--- src/rtl/data_mem_pkg.sv ---
// Shared definitions for the data-RAM access path: request op codes and the
// sequencer state encoding, reused by the control unit and verification.
package data_mem_pkg;

  typedef enum logic [1:0] {
    OP_LOAD     = 2'b00,
    OP_STORE    = 2'b01,
    OP_LOAD_IND = 2'b10,
    OP_RSVD     = 2'b11
  } op_t;

  typedef enum logic [1:0] {
    IDLE  = 2'b00,
    WRITE = 2'b01,
    READ  = 2'b10,
    DONE  = 2'b11
  } state_t;

endpackage

--- src/rtl/mem_wait_timer.sv ---
// Wait counter for RAM reads: synchronous clear, count enable, saturation at
// TIMEOUT and a terminal flag raised while the count sits at TIMEOUT.
module mem_wait_timer #(
  parameter int TIMEOUT = 15,
  parameter int CNT_W   = 4
) (
  input  logic             clk,
  input  logic             clr,
  input  logic             clear,
  input  logic             enable,
  output logic [CNT_W-1:0] cnt,
  output logic             term
);

  logic [CNT_W-1:0] cnt_reg;

  always_ff @(posedge clk or negedge clr) begin
    if (!clr) begin
      cnt_reg <= '0;
    end else if (clear) begin
      cnt_reg <= '0;
    end else if (enable && (cnt_reg != CNT_W'(TIMEOUT))) begin
      cnt_reg <= cnt_reg + CNT_W'(1);
    end
  end

  assign cnt  = cnt_reg;
  assign term = (cnt_reg == CNT_W'(TIMEOUT));

endmodule

--- src/rtl/data_ram_ctrl.sv ---
// Data-RAM access sequencer: accepts one load/store/indirect-load request at a
// time, drives registered RAM strobes and returns a one-cycle response pulse.
module data_ram_ctrl
  import data_mem_pkg::*;
#(
  parameter int WIDTH   = 8,
  parameter int LENGTH  = 8,
  parameter int TIMEOUT = 15,
  parameter int CNT_W   = 4
) (
  input  logic              clk,
  input  logic              clr,
  input  logic              reqValid,
  output logic              reqReady,
  input  logic [1:0]        reqOp,
  input  logic [LENGTH-1:0] reqAddr,
  input  logic [WIDTH-1:0]  reqData,
  output logic              rspValid,
  output logic              rspError,
  output logic [WIDTH-1:0]  rspData,
  output logic [LENGTH-1:0] ramAddr,
  output logic [WIDTH-1:0]  ramWriteData,
  output logic              ramWriteEnable,
  output logic              ramReadEnable,
  output logic              ramIndirect,
  input  logic              ramDataReady,
  input  logic [WIDTH-1:0]  ramReadData
);

  state_t            state_reg, state_next;
  logic              ready_reg, ready_next;
  logic              rsp_valid_reg, rsp_valid_next;
  logic              rsp_error_reg, rsp_error_next;
  logic [WIDTH-1:0]  rsp_data_reg, rsp_data_next;
  logic [LENGTH-1:0] addr_reg, addr_next;
  logic [WIDTH-1:0]  wdata_reg, wdata_next;
  logic              we_reg, we_next;
  logic              re_reg, re_next;
  logic              ind_reg, ind_next;

  logic              timer_clear;
  logic [CNT_W-1:0]  wait_cnt;
  logic              wait_term;

  mem_wait_timer #(
    .TIMEOUT(TIMEOUT),
    .CNT_W  (CNT_W)
  ) u_timer (
    .clk   (clk),
    .clr   (clr),
    .clear (timer_clear),
    .enable(state_reg == READ),
    .cnt   (wait_cnt),
    .term  (wait_term)
  );

  always_ff @(posedge clk or negedge clr) begin
    if (!clr) begin
      state_reg     <= IDLE;
      ready_reg     <= 1'b1;
      rsp_valid_reg <= 1'b0;
      rsp_error_reg <= 1'b0;
      rsp_data_reg  <= '0;
      addr_reg      <= '0;
      wdata_reg     <= '0;
      we_reg        <= 1'b0;
      re_reg        <= 1'b0;
      ind_reg       <= 1'b0;
    end else begin
      state_reg     <= state_next;
      ready_reg     <= ready_next;
      rsp_valid_reg <= rsp_valid_next;
      rsp_error_reg <= rsp_error_next;
      rsp_data_reg  <= rsp_data_next;
      addr_reg      <= addr_next;
      wdata_reg     <= wdata_next;
      we_reg        <= we_next;
      re_reg        <= re_next;
      ind_reg       <= ind_next;
    end
  end

  // Outputs are computed one state ahead so every port comes straight from a flop.
  always_comb begin
    state_next     = state_reg;
    ready_next     = 1'b0;
    rsp_valid_next = 1'b0;
    rsp_error_next = 1'b0;
    rsp_data_next  = rsp_data_reg;
    addr_next      = addr_reg;
    wdata_next     = wdata_reg;
    we_next        = 1'b0;
    re_next        = 1'b0;
    ind_next       = 1'b0;
    timer_clear    = 1'b0;
    case (state_reg)
      IDLE: begin
        ready_next = 1'b1;
        if (reqValid && ready_reg) begin
          ready_next = 1'b0;
          addr_next  = reqAddr;
          wdata_next = reqData;
          case (op_t'(reqOp))
            OP_STORE: begin
              state_next = WRITE;
              we_next    = 1'b1;
            end
            OP_LOAD, OP_LOAD_IND: begin
              state_next  = READ;
              re_next     = 1'b1;
              ind_next    = (op_t'(reqOp) == OP_LOAD_IND);
              timer_clear = 1'b1;
            end
            default: begin
              state_next     = DONE;
              rsp_valid_next = 1'b1;
              rsp_error_next = 1'b1;
            end
          endcase
        end
      end
      WRITE: begin
        state_next     = DONE;
        rsp_valid_next = 1'b1;
      end
      READ: begin
        re_next  = 1'b1;
        ind_next = ind_reg;
        // A ready flag in the first READ cycle belongs to an earlier access.
        if (ramDataReady && (wait_cnt != '0)) begin
          state_next     = DONE;
          rsp_valid_next = 1'b1;
          rsp_data_next  = ramReadData;
          re_next        = 1'b0;
          ind_next       = 1'b0;
        end else if (wait_term) begin
          state_next     = DONE;
          rsp_valid_next = 1'b1;
          rsp_error_next = 1'b1;
          rsp_data_next  = '0;
          re_next        = 1'b0;
          ind_next       = 1'b0;
        end
      end
      default: begin
        state_next = IDLE;
        ready_next = 1'b1;
      end
    endcase
  end

  assign reqReady       = ready_reg;
  assign rspValid       = rsp_valid_reg;
  assign rspError       = rsp_error_reg;
  assign rspData        = rsp_data_reg;
  assign ramAddr        = addr_reg;
  assign ramWriteData   = wdata_reg;
  assign ramWriteEnable = we_reg;
  assign ramReadEnable  = re_reg;
  assign ramIndirect    = ind_reg;

endmodule

--- config.mk ---
export PLATFORM = sky130hd
export DESIGN_NAME = data_ram_ctrl
export DESIGN_NICKNAME = d
export VERILOG_FILES = /design/src/rtl/data_mem_pkg.sv /design/src/rtl/mem_wait_timer.sv /design/src/rtl/data_ram_ctrl.sv
export SDC_FILE = /design/constraint.sdc
export NUM_CORES = 1
export LEC_CHECK = 0
export ABC_CLOCK_PERIOD_IN_PS = 4110
export BUFFER_PORTS_ARGS = -buffer_cell sky130_fd_sc_hd__buf_2
export CORE_ASPECT_RATIO = 1.4
export CORE_MARGIN = 2
export CORE_UTILIZATION = 50
export DETAILED_ROUTE_END_ITERATION = 6
export MAX_ROUTING_LAYER = met4
export PLACE_DENSITY = 0.82
export SYNTH_ARGS = -nofsm -noshare
export SYNTH_HDL_FRONTEND = slang
export SYNTH_SLANG_ARGS = --single-unit
export TNS_END_PERCENT = 50
--- constraint.sdc ---
create_clock -name clk -period 4.11 [get_ports clk]
set_input_delay 0.411 -clock clk [delete_from_list [all_inputs] [get_ports clk]]
set_output_delay 0.411 -clock clk [all_outputs]
set_load 0.02 [all_outputs]
* After elaboration in Yosys (flattened, before gate mapping)
Cells that the tools add are included.
** Cells by class
- Add/subtract/negate cells :: 1
- Equality and inequality tests :: 8
- Mux-type cells :: 32
- Reductions and logical operators :: 14
** Operators by type and width (number)
- 1-bit 2-to-1 mux :: 18
- 8-bit 2-to-1 mux :: 2
- 4-bit 2-to-1 mux :: 2
- 1-bit one-hot mux with 2 select lines :: 4
- 2-bit 2-to-1 mux :: 3
- 2-bit one-hot mux with 3 select lines :: 1
- 2-bit AND reduction :: 3
- 4-bit by 1-bit adder with 4-bit output (second input constant) :: 1
- 2-bit by 1-bit equality test with 1-bit output (second input constant) :: 2
- 2-bit equality test (second input constant) :: 2
- 4-bit equality test (second input constant) :: 1
- 2-bit zero test :: 2
- 4-bit != test (second input constant) :: 1
- 2-bit one-hot mux with 2 select lines :: 1
- 2-bit nonzero test :: 2
- 4-bit nonzero test :: 1
- 2-bit OR reduction :: 2
- 1-bit logical AND :: 3
- 3-bit != test (second input constant) :: 1
- 1-bit one-hot mux with 3 select lines :: 1
- 3-bit OR reduction :: 1
- 2-bit != test (second input constant) :: 1
** Word-level totals
- Register bits :: 36
- Input port bits :: 30

* Logic depth before layout (Yosys ltp)
- Word-level depth :: 6
- Mapped depth :: 7
- Depth with buffers taken out :: 6

* By module
Synthesis repeated with hierarchy kept, for this count alone.
** Second synthesis, totals
- Cell total of the unflattened synthesis :: 125
- Area total of the unflattened synthesis :: 1579.0 um^2
** Modules (own cells, without submodules)
- data_ram_ctrl :: times used 1, cells an instance 105, area each 1350.0 um^2, sequential area each 802.0 um^2
- mem_wait_timer :: times used 1, cells an instance 20, area each 229.0 um^2, sequential area each 100.1 um^2

* Least setup slack after synthesis
Ideal clock, no wire load.
- Path type :: flip-flop to flip-flop
- From :: register state_reg[0]
- To :: register rsp_data_reg[0] (netlist: rspData[0])
- Arrival :: 1.543 ns
- Required time :: 3.989 ns
- Setup slack :: 2.446 ns
- Stages on the path, launching flop included :: 7
- Buffers on the path :: 2
- Cell sequence :: dfrtp_1 -> inv_1 -> ha_1 -> clkbuf_1 -> or3b_1 -> buf_6 -> a22o_1
** Between the ends
- Word-level cells in the longest chain between the ends :: 2
** Ends and longest elaborated chain
- from (decl) :: RTL line data_ram_ctrl.sv:30 : state_t state_reg, state_next;
- from (signal assigned) :: RTL line data_ram_ctrl.sv:70 : state_reg <= state_next;
- 2-bit equality test :: RTL line data_ram_ctrl.sv:96 : case (state_reg)
- 2-bit AND reduction (no line)
- to (signal assigned) :: RTL line data_ram_ctrl.sv:74 : rsp_data_reg <= rsp_data_next;
- to (decl) :: RTL line data_ram_ctrl.sv:34 : logic [WIDTH-1:0] rsp_data_reg, rsp_data_next;
No other way between the ends.
A chain may end at the register's enable or synchronous reset.

* Worst setup path in the final report
- From :: register state_reg[0]
- To :: register ind_reg (netlist: ramIndirect)
** Between the ends
- Word-level cells in the longest chain between the ends :: 2
- Elaborated cells between the ends (all ways) :: 4
- Classes of those cells :: 2 x eq/ne; 1 x mux; 1 x reduce/logical
** Ends and longest elaborated chain
- 2-bit equality test or 2-bit zero test (tied branches) :: RTL line data_ram_ctrl.sv:96
- 1-bit one-hot mux with 2 select lines or 3-bit != test (tied branches)
- to (signal assigned) :: RTL line data_ram_ctrl.sv:79 : ind_reg <= ind_next;
- to (decl) :: RTL line data_ram_ctrl.sv:39 : logic ind_reg, ind_next;
Several ways; a longest one is shown, not always the timed one.

==> metrics.md <==
| Metric | Value |
|---|---|
| Final Setup Violations | 0 |
| TritonCTS clock tree | yes |
| Slew headroom | 37.63% |
| I/O pin total | 60 |
| Clock net sink count | 36 |
| Fmax | around 440 MHz |
| YS warnings | 0 |
| Clock-pin transition on the worst setup and hold timing paths | 0.07 ns |
| Global Route Usage Sum | 20.89% |
| Setup crit end kind | register |
| Clock Tree Buf Depth | 2 |
| Die area | approximately 0.0035 mm² |
| Row cnt | 23 |
| Worst Tran Pin Value | 0.9330 ns |
| Area grow syn2layout | 27.98% |
| Cts hold-fix bufs | 0 |
| Register area | 902.1 µm² |
| Power per cell area | about 850 mW/mm² |
| Avg Cell Area, Syn | 12.88 µm² |
| Largest net degree at the start of global routing | 37 |
| TritonCTS Buffers | 5 |
| First-pass GRT wire length | around 5200 µm |
| Flops & latches, synth | 36 |
| Die height | 69.24 µm |
| Pre-antenna DRT Iters | 4 |
| Maximum fanout along the worst path | 21 |
| DRC viols | 0 |
| Total power | 0.001648 W |
| Worst skew pair latency | 0.28 ns |
| Root Buffer | clkbuf_8 |
| Vias in the first global route | 1194 |
| GR Overflow Total | 0 |
| Mapped Area | 0.001520 mm² |
| Post-DR vias/cell | 5.183 |
| # fillers | 221 |
| Final Instance Count excl. Fillers | roughly 220 |
| IO buf count | 59 |
| Seq/Total Area, Yosys | 59.34% |
| Count of cell types in the netlist | 26 |
| Hold Crit Class | in2async |
| Final Max Tran Viols | 0 |
| Fin util | between 60% and 70% |
| Setup TNS | 0 ns |
| Final Skew | around 0.0048 ns |
| WHS | 0.1878 ns |
| Arr. time, crit path | 2.50 ns |
| PostCTS Resize Cnt | 0 |
| LEAKAGE | 1.015 nW |
| Routed wire length per instance | 14.75 µm |
| Maxcap violations | 0 |
| Crit share post-route | 55.63% |
| Synth Instances | 118 |
| Via count | between 1000 and 1500 |
| Core area | 0.002878 mm² |
| Synth area leaders | dfrtp_1 (58%), mux2_2 (12%), ha_1 (4.9%) |
| R2R cell count | 6 |
| Area leader, netlist | dfrtp_1 |
| First DRT Iteration DRCs | 20 |
| Multi-input gate area | between 500 and 600 µm² |
| Placed cells | between 200 and 250 |
| Initial Utilization | 52.83% |
| Layout cells sized above 1 | 45.86% |
| Peak supply drop | about 0.00049 V |
| # nets final | 216 |
| Outcome | completed |
| WL final | 3216 µm |
| DP HPWL | between 2000 and 2500 µm |
| Min cycle time layout | 2.286 ns |
| Placer's final routability congestion estimate | 0.7767 |
| Antenna violations before repair | 0 |
| Ant diodes | 0 |
| Post-route ant nets | 0 |
| Post-CTS Setup Repair Bufs | 0 |
| Die width | slightly above 50 µm |
| Critical Setup Path Class | reg2reg |
| Critical Path RT | 4.32 ns |
| Synth top area share | 57.61% |
| Syn_nets | 154 |
| RSZ-0062 raised after global routing | false |
| Final Hold Viols | 0 |
| H-Tree Depth | 2 |
| Critical Path Start Type | register |
worst max-delay path, cell delays in order (launching register included):
cell and delay (ns):
dfrtp_1 0.42, inv_1 0.10, ha_1 0.23, nand3_1 0.68, nor2_1 0.55, nand2_1 0.10
mux2i_1 0.14
where the power goes:
part	total [W]	internal [W]	switching [W]
Combinational	0.000730	0.000311	0.000418
Clock	0.000298	0.000180	0.000118
Sequential	0.000621	0.000525	0.0000963
area by class of cell:
class / instances / area share (%)
inverters: 5 / 0.9646
clock buffers: 6 / 3.730
clock inverters: 2 / 1.801
multi-input cells: 73 / 29.58
well taps: 37 / 2.379
repair buffers: 59 / 15.18
flip-flops and latches: 36 / 46.37
cell usage after synthesis, drive strengths merged:
library cell / number
nand2: 5
a22o: 8
or2b: 1
a21o: 1
xnor2: 1
and3: 1
nor2: 9
o21ai: 2
inv: 5
o211a: 1
dfstp: 1
xor2: 2
dfrtp: 35
mux2i: 1
a221o: 1
nand3: 5
buf: 2
a21oi: 7
nand2b: 2
mux2: 18
ha: 6
clkbuf: 2
o22ai: 1
or3b: 1
cells by family after synthesis:
family	after synthesis	share of synthesized area (%)
AO/OA/AOI/OAI	21	9.795
multiplexers	19	13.99
buffers and inverters	9	2.798
flip-flops	36	59.34
XOR/XNOR	3	1.729
AND/OR/NAND/NOR	24	7.408
adder cells (fa/ha/maj)	6	4.938
through the flow:
step / worst slack, ns / area, µm²
after CTS: 1.799 / 1946
after detailed placement: 1.818 / 1838
after floorplan: 2.446 / 1520
after global routing: 1.620 / 1946
after global placement: 2.012 / 1838
final: 1.824 / 1946
cell usage in the layout, fill, tap and decap left out:
master and n:
buf_2 59, dfrtp_1 35, mux2_2 16, nor2_1 9
a22o_1 8, a21oi_1 7, ha_1 6, inv_1 5
nand3_1 5, nand2_1 5, clkbuf_8 5, nand2b_1 2
o21ai_0 2, xor2_1 2, mux2_1 2, o22ai_1 1
or2b_1 1, a21o_1 1, or3b_1 1, a221o_1 1
o211a_1 1, xnor2_1 1, mux2i_1 1, and3_1 1
clkinv_2 1, bufinv_16 1, clkbuf_1 1, dfstp_2 1
worst paths after layout:
kind	from	end	slack (ns)
worst max register to register	state_reg[0]	ramIndirect	1.82
worst max-delay path	state_reg[0]	ramIndirect	1.82
min in group clk	ramReadData[4]	rspData[4]	0.34
worst min register to register	ramWriteData[0]	ramWriteData[0]	0.50
max in group asynchronous	clr	state_reg[0]	3.44
worst min-delay path	clr	rspData[0]	0.19
per-layer routing:
layer	track usage, %	up-vias	share of wire [%]	wire length (µm)
met5	-	-	0	0
met4	10.21	0	1.6	51
met3	6.681	5	6.4	207
met2	34.80	45	54	1743
met1	21.83	542	38	1214
li1	-	538	-	-
(Power assumes the default switching activity.)
